--- src/rtl/pwm_duty_sequencer.sv ---
// Breathing duty-word generator: ramp up, hold high, ramp down, hold low, repeat.
// One duty step per prescaler tick; the tick interval is STEP_DIV << speed clocks.
module pwm_duty_sequencer #(
    parameter int unsigned STEP_DIV   = 50000,
    parameter int unsigned HOLD_STEPS = 8,
    parameter logic [3:0]  DUTY_MIN   = 4'd0,
    parameter logic [3:0]  DUTY_MAX   = 4'd15
) (
    input  logic       clk,
    input  logic       reset,
    input  logic       en,
    input  logic       freeze,
    input  logic [1:0] speed,
    output logic [3:0] duty,
    output logic [2:0] phase,
    output logic       cycle_done,
    output logic [7:0] cycle_cnt
);

    typedef enum logic [2:0] {
        IDLE      = 3'd0,
        RAMP_UP   = 3'd1,
        HOLD_HIGH = 3'd2,
        RAMP_DOWN = 3'd3,
        HOLD_LOW  = 3'd4
    } phase_t;

    localparam logic [15:0] HOLD_LAST = 16'(HOLD_STEPS - 1);

    if (STEP_DIV == 0 || STEP_DIV > 32'h001F_FFFF) begin : g_bad_div
        $error("pwm_duty_sequencer: STEP_DIV must be >= 1 and STEP_DIV<<3 must fit in 24 bits");
    end
    if (DUTY_MIN >= DUTY_MAX) begin : g_bad_duty
        $error("pwm_duty_sequencer: DUTY_MIN must be below DUTY_MAX");
    end

    phase_t      state, state_nx;
    logic [23:0] pre, pre_nx;
    logic [15:0] hold, hold_nx;
    logic [3:0]  duty_nx;
    logic        done_nx;
    logic [7:0]  cnt_nx;
    logic [23:0] term;
    logic        active;
    logic        legal;
    logic        tick;

    // >= rather than == so that lowering speed mid-interval ticks at once.
    assign term   = (24'(STEP_DIV) << speed) - 24'd1;
    assign active = (state == RAMP_UP) || (state == HOLD_HIGH) ||
                    (state == RAMP_DOWN) || (state == HOLD_LOW);
    assign legal  = active || (state == IDLE);
    assign tick   = en && !freeze && active && (pre >= term);
    assign phase  = state;

    always_comb begin
        state_nx = state;
        duty_nx  = duty;
        pre_nx   = pre;
        hold_nx  = hold;
        done_nx  = 1'b0;
        cnt_nx   = cycle_cnt;

        if (!en || !legal) begin
            state_nx = IDLE;
            duty_nx  = DUTY_MIN;
            pre_nx   = '0;
            hold_nx  = '0;
        end else if (freeze) begin
            state_nx = state;
        end else if (state == IDLE) begin
            state_nx = RAMP_UP;
            pre_nx   = '0;
        end else if (!tick) begin
            pre_nx = pre + 24'd1;
        end else begin
            pre_nx = '0;
            case (state)
                RAMP_UP: begin
                    duty_nx = duty + 4'd1;
                    if (duty_nx == DUTY_MAX)
                        state_nx = (HOLD_STEPS == 0) ? RAMP_DOWN : HOLD_HIGH;
                end
                HOLD_HIGH: begin
                    if (hold == HOLD_LAST) begin
                        hold_nx  = '0;
                        state_nx = RAMP_DOWN;
                    end else begin
                        hold_nx = hold + 16'd1;
                    end
                end
                RAMP_DOWN: begin
                    duty_nx = duty - 4'd1;
                    if (duty_nx == DUTY_MIN) begin
                        if (HOLD_STEPS == 0) begin
                            state_nx = RAMP_UP;
                            done_nx  = 1'b1;
                            cnt_nx   = cycle_cnt + 8'd1;
                        end else begin
                            state_nx = HOLD_LOW;
                        end
                    end
                end
                HOLD_LOW: begin
                    if (hold == HOLD_LAST) begin
                        hold_nx  = '0;
                        state_nx = RAMP_UP;
                        done_nx  = 1'b1;
                        cnt_nx   = cycle_cnt + 8'd1;
                    end else begin
                        hold_nx = hold + 16'd1;
                    end
                end
                default: state_nx = IDLE;
            endcase
        end
    end

    always_ff @(posedge clk or negedge reset) begin
        if (!reset) begin
            state      <= IDLE;
            duty       <= DUTY_MIN;
            pre        <= '0;
            hold       <= '0;
            cycle_done <= 1'b0;
            cycle_cnt  <= '0;
        end else begin
            state      <= state_nx;
            duty       <= duty_nx;
            pre        <= pre_nx;
            hold       <= hold_nx;
            cycle_done <= done_nx;
            cycle_cnt  <= cnt_nx;
        end
    end

    // A completed cycle always lands the sequencer back at the start of the ramp.
    a_done_restart: assert property (@(posedge clk) disable iff (!reset)
        cycle_done |-> state == RAMP_UP);

endmodule

--- config.mk ---
export PLATFORM = sky130hd
export DESIGN_NAME = pwm_duty_sequencer
export DESIGN_NICKNAME = d
export VERILOG_FILES = /design/src/rtl/pwm_duty_sequencer.sv
export SDC_FILE = /design/constraint.sdc
export NUM_CORES = 1
export LEC_CHECK = 0
export CAP_MARGIN = 15
export CORE_UTILIZATION = 65
export DETAILED_ROUTE_END_ITERATION = 10
export PLACE_DENSITY = 0.93
export SYNTH_ARGS = -nofsm -noshare
export SYNTH_HDL_FRONTEND = slang
export SYNTH_SLANG_ARGS = --single-unit
--- constraint.sdc ---
create_clock -name clk -period 5.8 [get_ports clk]
set_input_delay 0.87 -clock clk [delete_from_list [all_inputs] [get_ports clk]]
set_output_delay 0.87 -clock clk [all_outputs]
set_load 0.01 [all_outputs]
==> reports/qor.csv, run 1 <==
stage;metric;value;unit
pwr;Tot Pwr;722.6;µW
worst_setup_path;CP Capture Type;register;
sta;setup repair after global routing missed its margin;false;
clock_network;Max Root-Sink Buffers;2;
clock_network;CTS Root Buffer Type;clkbuf_8;
sta;final worst-path cycle share;0.6670;
hold_path;HP Class;register to register;
worst_setup_path;Critical Path Source Type;input port;
sta;Layout Skew;0.004905;ns
route;# DRC;0;
global_routing;M1 GR Usage;0.3659;
synth;simple-gate share of the synthesized area;0.2366;
route;vias per cell;6.249;
worst_setup_path;CP max FO;14;
synth;Post-synth EDFFs;0;
global_routing;initial antenna violation count;0;
sta;Setup TNS;0;ns
clock_network;Num CTS Buffers;5;
final_layout;Fillers;376;
floorplanning;core area;0.005238;mm²
route;TritonRoute pass-1 iters;4;
sta;post-layout min period;3.869;ns
clock_network;CTS tree;yes;
global_routing;GRT Total Usage;0.2822;
clock_network;CTS Hold Bufs;0;
route;initial drt markers;131;
final_layout;share of cells above drive strength 1;0.05728;
global_routing;Global Route met2 Usage;0.4750;
synth;top post-synthesis cells by area;dfrtp_1, ha_1, nor2_1;
sta;Slew @ Worst Pin;0.9213;ns
global_routing;global-route wire length before repair;13460;µm
clock_network;clock latency on the worst-skew pair;0.31;ns
clock_network;Clock transition at path regs;0.10;ns
pwr;Internal Pwr Total;528.4;µW
synth;area share of the largest cell type after synthesis;0.3846;
route;detailed-route via count;3056;
synth;Compound-Gate Fraction of Synth Area;0.1484;
synth;Post-synth ARST share;1.000;
floorplanning;Die X-Extent;76.87;µm
synth;Post-Synth Adder-Cell Area;0.09959;
synth;Synth area leader;dfrtp_1;
route;WL final;7633;µm
pwr;switching power;194.2;µW
floorplanning;Initial Util;0.6957;
route;Routed wire per std cell;15.61;µm
global_routing;largest net degree at the start of global routing;57;
worst_setup_path;Critical Path AT;4.08;ns
pwr;Sequential Power Share;0.561;
sta;Setup violations, final;0;
run;max_cap viols;0;
pwr;Gate power share;0.127;
global_routing;gr ovfl total;0;
floorplanning;io pins;22;
synth;Ys Warns;0;
placement;I/O Buffers;21;
global_routing;Most Crowded Layer GR;met2;
synth;Primary FF master, synth;dfrtp_1;
final_layout;Sequential Area;0.001401;mm²
route;ANT nets after route;0;
floorplanning;Die Span Y;76.87;µm
floorplanning;die area;0.005909;mm²
synth;post-synthesis mux area share;0.01751;
outcome;status;finished clean;
sta;Final Hold Fails;0;
final_layout;multi-input logic area;0.002082;mm²
synth;register bit total from synthesis;56;
placement;global placement routability congestion;0.8575;
synth;Synth Cell Area;0.003643;mm²
synth;Cell variety after synth;50;
pwr;Power Density;182.5;mW/mm²
synth;largest family of logic cells by synthesized area;simple AND/OR/NAND/NOR gates;
sta;fmax;258.5;MHz
worst_setup_path;CP required;6.01;ns
sta;Final Max Slew Viols;0;
synth;most common cell in the netlist;dfrtp_1;
pwr;Clk pwr share;0.312;
floorplanning;row count;26;
synth;synth cell count leaders;dfrtp_1, nor2_1, nand2_1;
pwr;Net Sw Frac;0.2688;
clock_network;H-tree depth;2;
synth;Synth Area in XOR/XNOR;0.06731;
pwr;worst vdd ir;0.1386;mV
clock_network;post-CTS sizing;0;
synth;sequential area share after synthesis;0.3846;
placement;dpl hpwl;5484;µm
global_routing;number of global-route vias before repair;2968;
worst_setup_path;kind of critical path;input port to register;
final_layout;Ant. Diodes;0;
final_layout;Layout area overhead;8.688;%
synth;Gate Count Post-Synth;403;
clock_network;clock sinks;56;
sta;headroom to the max-slew limit;0.3858;
final_layout;Total Nets Final;453;
clock_network;number of buffers added for setup after CTS;0;
pwr;Lkg Pwr;1.674;nW
global_routing;met3 usage;0.04048;
synth;synthesized area per cell;9.041;µm²
-- cells by family (layout without fill, tap and decap cells) --
| logic type | Yosys count | count (layout) |
|---|---|---|
| mux | 6 | 6 |
| fa+ha+maj | 29 | 29 |
| other cells | 1 | 2 |
| compound gates | 74 | 74 |
| simple gates | 171 | 171 |
| buf+inv | 38 | 53 |
| flops | 56 | 56 |
| xor+xnor | 28 | 28 |
-- through the flow --
| step | hold slack (ns) | worst slack [ns] | instances | util | instance area, µm² |
|---|---|---|---|---|---|
| floorplan | 0.4683 | 2.716 | 404 | - | 3647 |
| global placement | 0.4659 | 1.804 | 481 | 0.7389 | 3870 |
| detailed placement | 0.4742 | 1.621 | 481 | 0.7389 | 3870 |
| CTS | 0.4876 | 1.945 | 489 | 0.7561 | 3960 |
| global route | 0.5130 | 1.709 | 489 | 0.7561 | 3960 |
| finish | 0.4819 | 1.931 | 489 | 0.7561 | 3960 |
-- worst max-delay path, stage by stage --
cell             delay, ns
clkdlybuf4s50_1       0.60
inv_1                 0.14
ha_1                  0.24
xor2_1                0.15
ha_1                  0.30
a21oi_1               0.07
o221ai_1              0.19
nand4_1               0.41
a21boi_2              0.35
nand2_1               0.33
o41ai_1               0.42
-- state kept, by name, summed over array words and instances, names as in the netlist --
register	count
cycle_cnt	8
duty	4
pre	24
cycle_done	1
phase	3
hold	16
-- power by group through the flow --
stage	registers [mW]	clock network, mW	logic [mW]
finish	0.405	0.225	0.0919
CTS	0.405	0.229	0.0930
floorplan	0.412	0	0.0647
global route	0.406	0.239	0.104
global placement	0.412	0	0.0897
detailed placement	0.412	0	0.0920
-- routing by layer --
layer | share of wire | vias up
met5 | 0 | -
met4 | 0.023 | 0
met3 | 0.047 | 18
met2 | 0.49 | 98
li1 | - | 1473
met1 | 0.44 | 1467
-- final timing paths --
check	startpoint	to	slack (ns)	cells past startpoint
worst min-delay path	cycle_cnt[7]	cycle_cnt[7]	0.48	1
worst max-delay path	speed[1]	hold[13]	1.93	11
min in group asynchronous	reset	hold[12]	0.67	2
max in group asynchronous	reset	pre[7]	4.66	2
worst max register to register	pre[17]	hold[13]	3.10	7
worst min register to register	cycle_cnt[7]	cycle_cnt[7]	0.48	1
-- cell type report --
| type | instances | area share |
|---|---|---|
| tap | 70 | 0.02212 |
| multi-input combinational | 310 | 0.5258 |
| sequential | 56 | 0.3539 |
| inverter | 23 | 0.02180 |
| clock buffer | 8 | 0.02275 |
| timing repair buffer | 22 | 0.05371 |
-- layout by cell type (no fill, tap or decap), drive strengths merged, types with 2 or more instances in the layout --
cell type	count
dfrtp	56
nor2	48
nand2	41
ha	29
inv	23
nand3	22
xnor2	20
clkdlybuf4s50	20
a21oi	17
nand4	16
and3	12
o211ai	12
xor2	8
o21ai	8
clkbuf	8
nor3	7
o31ai	6
a211oi	6
or3	5
a31oi	5
a31o	5
and4	4
and2	4
o41ai	4
nor4	4
o22ai	3
mux2i	3
mux2	3
nor4bb	2
nor2b	2
nand3b	2
conb	2
buf	2
(Power assumes the default switching activity.)
==> run 2, diff against run 1 <==
- CORE_UTILIZATION: 65 -> 60
- PLACE_DENSITY: 0.93 -> 0.87
- clock period: 5.8 -> 4.1 ns (I/O delays scaled with it)
==> run 2 against run 1 <==
Compared with the run above:
- final area rose by 1.1%
- routed wire length increased by 2.8%
- total power up 53%
- clock power increased by 78%
- combinational power increased by 45%
- critical path depth did not move
- register-to-register slack worse by 1.8 ns
- non-clock buffer count did not move
- sequential share of layout area decreased by 0.38 points
- utilization decreased by 7.6 points
- clock-buffer cell count is 1 lower
- critical path type unchanged
- largest power group unchanged
==> reports/qor.csv, run 2 (synthesis results as in run 1) <==
stage;metric;value;unit;change
outcome;status;finished clean;;
clock_network;number of buffers added for setup after CTS;0;;unchanged
sta;Layout Skew;0.004182;ns;-0.0007227 ns
final_layout;design area;0.004003;mm²;+1.1%
global_routing;initial antenna violation count;0;;unchanged
floorplanning;Initial Util;0.6190;;-0.07660
worst_setup_path;Critical Path Source Type;input port;;
route;vias per cell;6.160;;-1.4%
route;Routed wire per std cell;15.88;µm;+1.8%
clock_network;CTS Hold Bufs;0;;unchanged
floorplanning;row count;28;;+7.7%
worst_setup_path;crit path cell chain;clkdlybuf4s50_1 > inv_1 > ha_1 > inv_1 > ha_1 > nand4_1 > nor2_1 > nand4_1 > a21boi_2 > nand2_1 > o41ai_1;;
worst_setup_path;kind of critical path;input port to register;;
placement;dpl hpwl;5637;µm;+2.8%
clock_network;CTS Root Buffer Type;clkbuf_8;;
final_layout;most frequent cells in the layout;dfrtp_1, nor2_1, nand2_1;;
final_layout;Layout area overhead;9.856;%;
placement;global placement routability congestion;0.9145;;+6.6%
global_routing;GRT Total Usage;0.2618;;-0.02040
route;ANT nets after route;0;;unchanged
worst_setup_path;R2R setup slack;1.34;ns;-1.76 ns
route;WL final;7847;µm;+2.8%
clock_network;Max Root-Sink Buffers;2;;unchanged
final_layout;max reg flops;24;;unchanged
final_layout;commonest non-fill, non-tap cell in the layout;dfrtp_1;;
final_layout;Ant. Diodes;0;;unchanged
sta;Final Max Slew Viols;0;;unchanged
pwr;worst vdd ir;0.2282;mV;+65%
sta;post-layout min period;3.603;ns;
sta;Setup TNS;0;ns;unchanged
clock_network;Num CTS Buffers;5;;unchanged
placement;I/O Buffers;21;;unchanged
route;detailed-route via count;3043;;-0.43%
floorplanning;core area;0.005886;mm²;+12%
worst_setup_path;Slowest-stage cell, CP;clkdlybuf4s50_1;;
pwr;Tot Pwr;1.107;mW;+53%
global_routing;gr ovfl total;0;;unchanged
clock_network;post-CTS sizing;0;;unchanged
sta;headroom to the max-slew limit;0.4449;;+0.05908
floorplanning;Die Span Y;79.93;µm;+4.0%
global_routing;number of global-route vias before repair;2855;;-3.8%
global_routing;largest net degree at the start of global routing;50;;-12%
placement;DP Area;0.003876;mm²;+0.16%
pwr;Lkg Pwr;1.693;nW;+1.1%
clock_network;CTS tree;yes;;
floorplanning;io pins;22;;unchanged
clock_network;H-tree depth;2;;unchanged
floorplanning;die area;0.006388;mm²;+8.1%
clock_network;Clock transition at path regs;0.10;ns;about the same
run;max_cap viols;0;;unchanged
sta;setup repair after global routing missed its margin;false;;
sta;Setup violations, final;0;;unchanged
final_layout;multi-input logic area;0.002082;mm²;unchanged
final_layout;Fillers;444;;+18%
route;# DRC;0;;unchanged
worst_setup_path;CP max FO;14;;unchanged
sta;fmax;277.5;MHz;
worst_setup_path;max incr delay on CP;0.57;ns;-0.03 ns
final_layout;Total Nets Final;453;;unchanged
pwr;Power Density;276.5;mW/mm²;+52%
sta;Slew @ Worst Pin;0.8326;ns;-0.08862 ns
final_layout;Largest Register;pre;;
final_layout;biggest regs;pre x24, hold x16, cycle_cnt x8;;
worst_setup_path;CP Capture Type;register;;
worst_setup_path;CP required;4.30;ns;-1.71 ns
global_routing;global-route wire length before repair;13210;µm;-1.9%
route;TritonRoute pass-1 iters;4;;unchanged
worst_setup_path;Critical Path AT;3.80;ns;-0.28 ns
clock_network;clock latency on the worst-skew pair;0.31;ns;about the same
route;initial drt markers;137;;+4.6%
final_layout;share of cells above drive strength 1;0.06205;;+0.004773
clock_network;clock sinks;56;;unchanged
sta;Final Hold Fails;0;;unchanged
hold_path;HP Class;input port to async pin;;
final_layout;Sequential Area;0.001401;mm²;unchanged
sta;final worst-path cycle share;0.8788;;
floorplanning;Die X-Extent;79.93;µm;+4.0%
==> run 2: cell types whose count changed in the layout (fill, tap and decap cells not counted) <==
cell	before	now
bufinv_16	0	1
clkbuf_8	6	7
clkbuf_1	2	0
==> run 2: metrics by stage <==
stage          hold WS [ns]  setup WS [ns]  cells    util
2_1_floorplan        0.3194          1.271    404       -
3_5_place_dp         0.4581         0.1811    486  0.6586
4_1_cts              0.1180         0.4848    494  0.6801
6_report             0.1138         0.4969    494  0.6801
3_3_place_gp         0.4565         0.2994    486  0.6586
5_1_grt              0.1223         0.1315    494  0.6801
==> run 2: power by group <==
part	switching [mW]	internal, mW	leakage (nW)
clock network	0.184	0.216	0.0645
registers	0.0145	0.560	0.780
logic	0.0834	0.0494	0.849
total	0.282	0.825	1.69
==> run 2: layout make-up <==
type / count / area share
Multi-Input combinational cell: 310 / 0.5202
Clock inverter: 1 / 0.007502
Clock buffer: 7 / 0.02407
Tap cell: 75 / 0.02344
Timing Repair Buffer: 22 / 0.05314
Sequential cell: 56 / 0.3501
Inverter: 23 / 0.02157
==> run 2: per-layer routing <==
layer | global-route usage | wire [µm] | vias up
li1 | - | - | 1472
met5 | 0 | 0 | -
met1 | 0.3348 | 3553 | 1505
met4 | 0.08036 | 79 | 0
met3 | 0.04229 | 212 | 7
met2 | 0.4521 | 4001 | 59
==> run 2: final timing paths <==
check | start | to | cells after the start
min in group clk | cycle_cnt[7] | cycle_cnt[7] | 1
worst min register to register | cycle_cnt[7] | cycle_cnt[7] | 1
max in group asynchronous | reset | pre[2] | 2
worst min-delay path | reset | pre[9] | 1
worst max-delay path | speed[1] | hold[10] | 11
worst max register to register | pre[17] | hold[10] | 7
==> run 2: worst max-delay path, delay by kind of cell <==
family,cells,cell delay (ns)
simple gates,4,1.06
compound gates,2,0.78
buf+inv,3,0.76
fa+ha+maj,2,0.60
==> run 3, diff against run 2 <==
- ABC_AREA: unset -> 1
- CORE_UTILIZATION: 60 -> 61
- PLACE_DENSITY: 0.87 -> 0.88
==> run 3 against run 2 <==
Compared with the run above:
- clock skew rose by 0.0098 ns
- routed wire length grew 3.7%
- clock power down 23%
- flip-flop and latch count stayed put
- cell count is 26% higher
==> reports/qor.csv, run 3 <==
stage;metric;value;unit;change
sta;final worst-path cycle share;0.7194;;-0.1594
synth;Post-synth EDFFs;0;;unchanged
floorplanning;Die Span Y;82.94;µm;+3.8%
final_layout;Largest Register;pre;;
synth;synthesized area per cell;7.627;µm²;-16%
sta;Setup violations, final;0;;unchanged
route;detailed-route via count;3347;;+10%
global_routing;number of global-route vias before repair;3292;;+15%
synth;top post-synthesis cells by area;dfrtp_1, nand2_1, ha_1;;
worst_setup_path;Critical Path AT;3.14;ns;-0.66 ns
sta;setup repair after global routing missed its margin;false;;
pwr;Tot Pwr;1.133;mW;+2.4%
floorplanning;row count;29;;+3.6%
synth;Compound-Gate Fraction of Synth Area;0.05761;;-0.09074
route;TritonRoute pass-1 iters;6;;+2
worst_setup_path;CP Capture Type;register;;
sta;Setup TNS;0;ns;unchanged
worst_setup_path;r2r startpoint;pre[17];;
final_layout;Layout area overhead;8.172;%;
global_routing;met3 usage;0.03877;;-0.003518
placement;I/O Buffers;21;;unchanged
final_layout;Total Nets Final;580;;+28%
synth;Post-Synth Adder-Cell Area;0.09080;;-0.008793
clock_network;CTS Hold Bufs;0;;unchanged
clock_network;Num CTS Buffers;5;;unchanged
synth;largest family of logic cells by synthesized area;simple AND/OR/NAND/NOR gates;;
sta;post-layout min period;2.949;ns;-0.6537 ns
placement;dpl hpwl;6307;µm;+12%
clock_network;CTS tree;yes;;
final_layout;most frequent cells in the layout;nand2_1, inv_1, nor2_1;;
worst_setup_path;cells on worst reg2reg path;9;;+2
worst_setup_path;max incr delay on CP;0.57;ns;about the same
global_routing;GRT Total Usage;0.2548;;-0.007037
worst_setup_path;CP required;4.29;ns;about the same
synth;Cell variety after synth;41;;-18%
clock_network;clock latency on the worst-skew pair;0.31;ns;about the same
synth;most common cell in the netlist;nand2_1;;
route;Routed wire per std cell;13.06;µm;-18%
synth;Ys Warns;0;;unchanged
synth;Gate Count Post-Synth;524;;+30%
final_layout;biggest regs;pre x24, hold x16, cycle_cnt x8;;
worst_setup_path;Worst path most repeated cell;nand2_1;;
synth;Post-synth ARST share;1.000;;unchanged
synth;Primary FF master, synth;dfrtp_1;;
synth;area share of the largest cell type after synthesis;0.3507;;-0.03396
global_routing;Global Route met2 Usage;0.4456;;-0.006533
route;initial drt markers;227;;+66%
worst_setup_path;crit path cell chain;clkdlybuf4s50_1 > inv_1 > ha_1 > inv_1 > ha_1 > nand2_1 > inv_1 > nand2_1 > nand2_1 > nand2_1 > nand2_1 > nand2_1 > nand3_2 > nand3_4 > nand2_4 > nand2_1 > o21ai_0;;
synth;Synth Area in XOR/XNOR;0.06356;;-0.003751
global_routing;largest net degree at the start of global routing;31;;-38%
clock_network;H-tree depth;2;;unchanged
outcome;status;finished clean;;
final_layout;share of cells above drive strength 1;0.08425;;+0.02220
worst_setup_path;Slowest-stage cell, CP;clkdlybuf4s50_1;;
route;WL final;8139;µm;+3.7%
worst_setup_path;Critical Path Source Type;input port;;
pwr;Power Density;262.2;mW/mm²;-5.2%
final_layout;max reg flops;24;;unchanged
final_layout;post-route insts no fill;623;;+26%
sta;Final Hold Fails;0;;unchanged
clock_network;Clock transition at path regs;0.11;ns;about the same
synth;simple-gate share of the synthesized area;0.3513;;+0.1147
floorplanning;io pins;22;;unchanged
global_routing;initial antenna violation count;0;;unchanged
synth;post-synthesis mux area share;0;;-0.01751
hold_path;HP Class;input port to async pin;;
synth;Synth area leader;dfrtp_1;;
floorplanning;Initial Util;0.6294;;+0.01031
final_layout;Final Util;0.6808;;+0.0007280
clock_network;post-CTS sizing;0;;unchanged
worst_setup_path;CP max FO;24;;+10
route;# DRC;0;;unchanged
global_routing;gr ovfl total;0;;unchanged
pwr;worst vdd ir;0.2290;mV;+0.34%
sta;Layout Skew;0.01395;ns;+0.009764 ns
route;vias per cell;5.372;;-13%
synth;sequential area share after synthesis;0.3507;;-0.03396
global_routing;global-route wire length before repair;14470;µm;+9.6%
worst_setup_path;reg2reg end;hold[11];;
synth;Synth Cell Area;0.003996;mm²;+9.7%
global_routing;M1 GR Usage;0.3142;;-0.02055
floorplanning;Die X-Extent;82.94;µm;+3.8%
final_layout;Fillers;510;;+15%
worst_setup_path;R2R setup slack;2.00;ns;+0.66 ns
sta;Slew @ Worst Pin;0.6212;ns;-0.2115 ns
placement;global placement routability congestion;0.9007;;-1.5%
route;ANT nets after route;0;;unchanged
run;max_cap viols;0;;unchanged
placement;Inst Count DP;615;;+27%
sta;fmax;339.1;MHz;+22%
pwr;Lkg Pwr;2.109;nW;+25%
synth;synth cell count leaders;nand2_1, inv_1, nor2_1;;
final_layout;Ant. Diodes;0;;unchanged
clock_network;number of buffers added for setup after CTS;0;;unchanged
floorplanning;die area;0.006879;mm²;+7.7%
clock_network;Max Root-Sink Buffers;2;;unchanged
sta;Final Max Slew Viols;0;;unchanged
synth;register bit total from synthesis;56;;unchanged
worst_setup_path;kind of critical path;input port to register;;
clock_network;clock sinks;56;;unchanged
sta;headroom to the max-slew limit;0.5859;;+0.1410
floorplanning;core area;0.006350;mm²;+7.9%
global_routing;Most Crowded Layer GR;met2;;
clock_network;CTS Root Buffer Type;clkbuf_8;;
final_layout;commonest non-fill, non-tap cell in the layout;nand2_1;;
==> run 3: changes by cell type after synthesis, sizes merged, moves of 8 or more <==
cell / previous run / this run
xor2: 8 / 19
and3: 12 / 0
nand3: 22 / 35
clkbuf: 10 / 2
a21oi: 17 / 7
nor2: 48 / 76
o21ai: 8 / 23
inv: 23 / 69
nand2: 41 / 144
o211ai: 12 / 0
xnor2: 20 / 10
==> run 3: area by class of cell <==
| cell class | instances | area, µm² | share of cell area |
|---|---|---|---|
| Clock buffer | 5 | 68.82 | 0.01592 |
| Multi-Input combinational cell | 391 | 2258 | 0.5224 |
| Tap cell | 77 | 96.34 | 0.02229 |
| Inverter | 69 | 261.5 | 0.06049 |
| Timing Repair Buffer | 22 | 212.7 | 0.04920 |
| Clock inverter | 3 | 23.77 | 0.005499 |
| Sequential cell | 56 | 1401 | 0.3242 |
==> run 3: worst max-delay path: cells and delay by family <==
kind,cells,cell delay (ns)
AO/OA/AOI/OAI,1,0.07
buffers and inverters,4,0.80
AND/OR/NAND/NOR,10,1.06
adder cells (fa/ha/maj),2,0.59
==> run 3: cells by family after synthesis <==
family,after synthesis
adder cells (fa/ha/maj),29
AND/OR/NAND/NOR,293
XOR/XNOR,29
flip-flops,56
buffers and inverters,78
other,1
AO/OA/AOI/OAI,38
==> run 3: power by group <==
group | switching [mW] | internal (mW)
Clock | 0.187 | 0.122
Combinational | 0.165 | 0.0758
Sequential | 0.0195 | 0.564
Total | 0.372 | 0.762
==> run 3: metal layers <==
layer  vias up  wire (µm)
li1       1709          -
met1      1541       3516
met2        86       4193
met3        11        301
met4         0        128
met5         -          0
==> run 3: worst max path at each step <==
| stage | from | endpoint | slack, ns | depth (start not counted) |
|---|---|---|---|---|
| CTS | speed[0] | hold[14] | 1.13 | 15 |
| floorplan | speed[1] | pre[17] | 1.71 | 18 |
| finish | speed[1] | hold[11] | 1.15 | 17 |
| global route | speed[0] | hold[7] | 0.89 | 16 |
| global placement | speed[1] | pre[15] | 0.92 | 16 |
| detailed placement | speed[0] | pre[15] | 0.80 | 16 |
==> run 3: metrics by stage <==
step / hold slack, ns / worst slack [ns] / area (µm²)
global route: 0.3274 / 0.8887 / 4323
global placement: 0.4834 / 0.9158 / 4230
finish: 0.2982 / 1.151 / 4323
floorplan: 0.3194 / 1.712 / 4000
detailed placement: 0.4855 / 0.7994 / 4230
CTS: 0.3132 / 1.132 / 4323
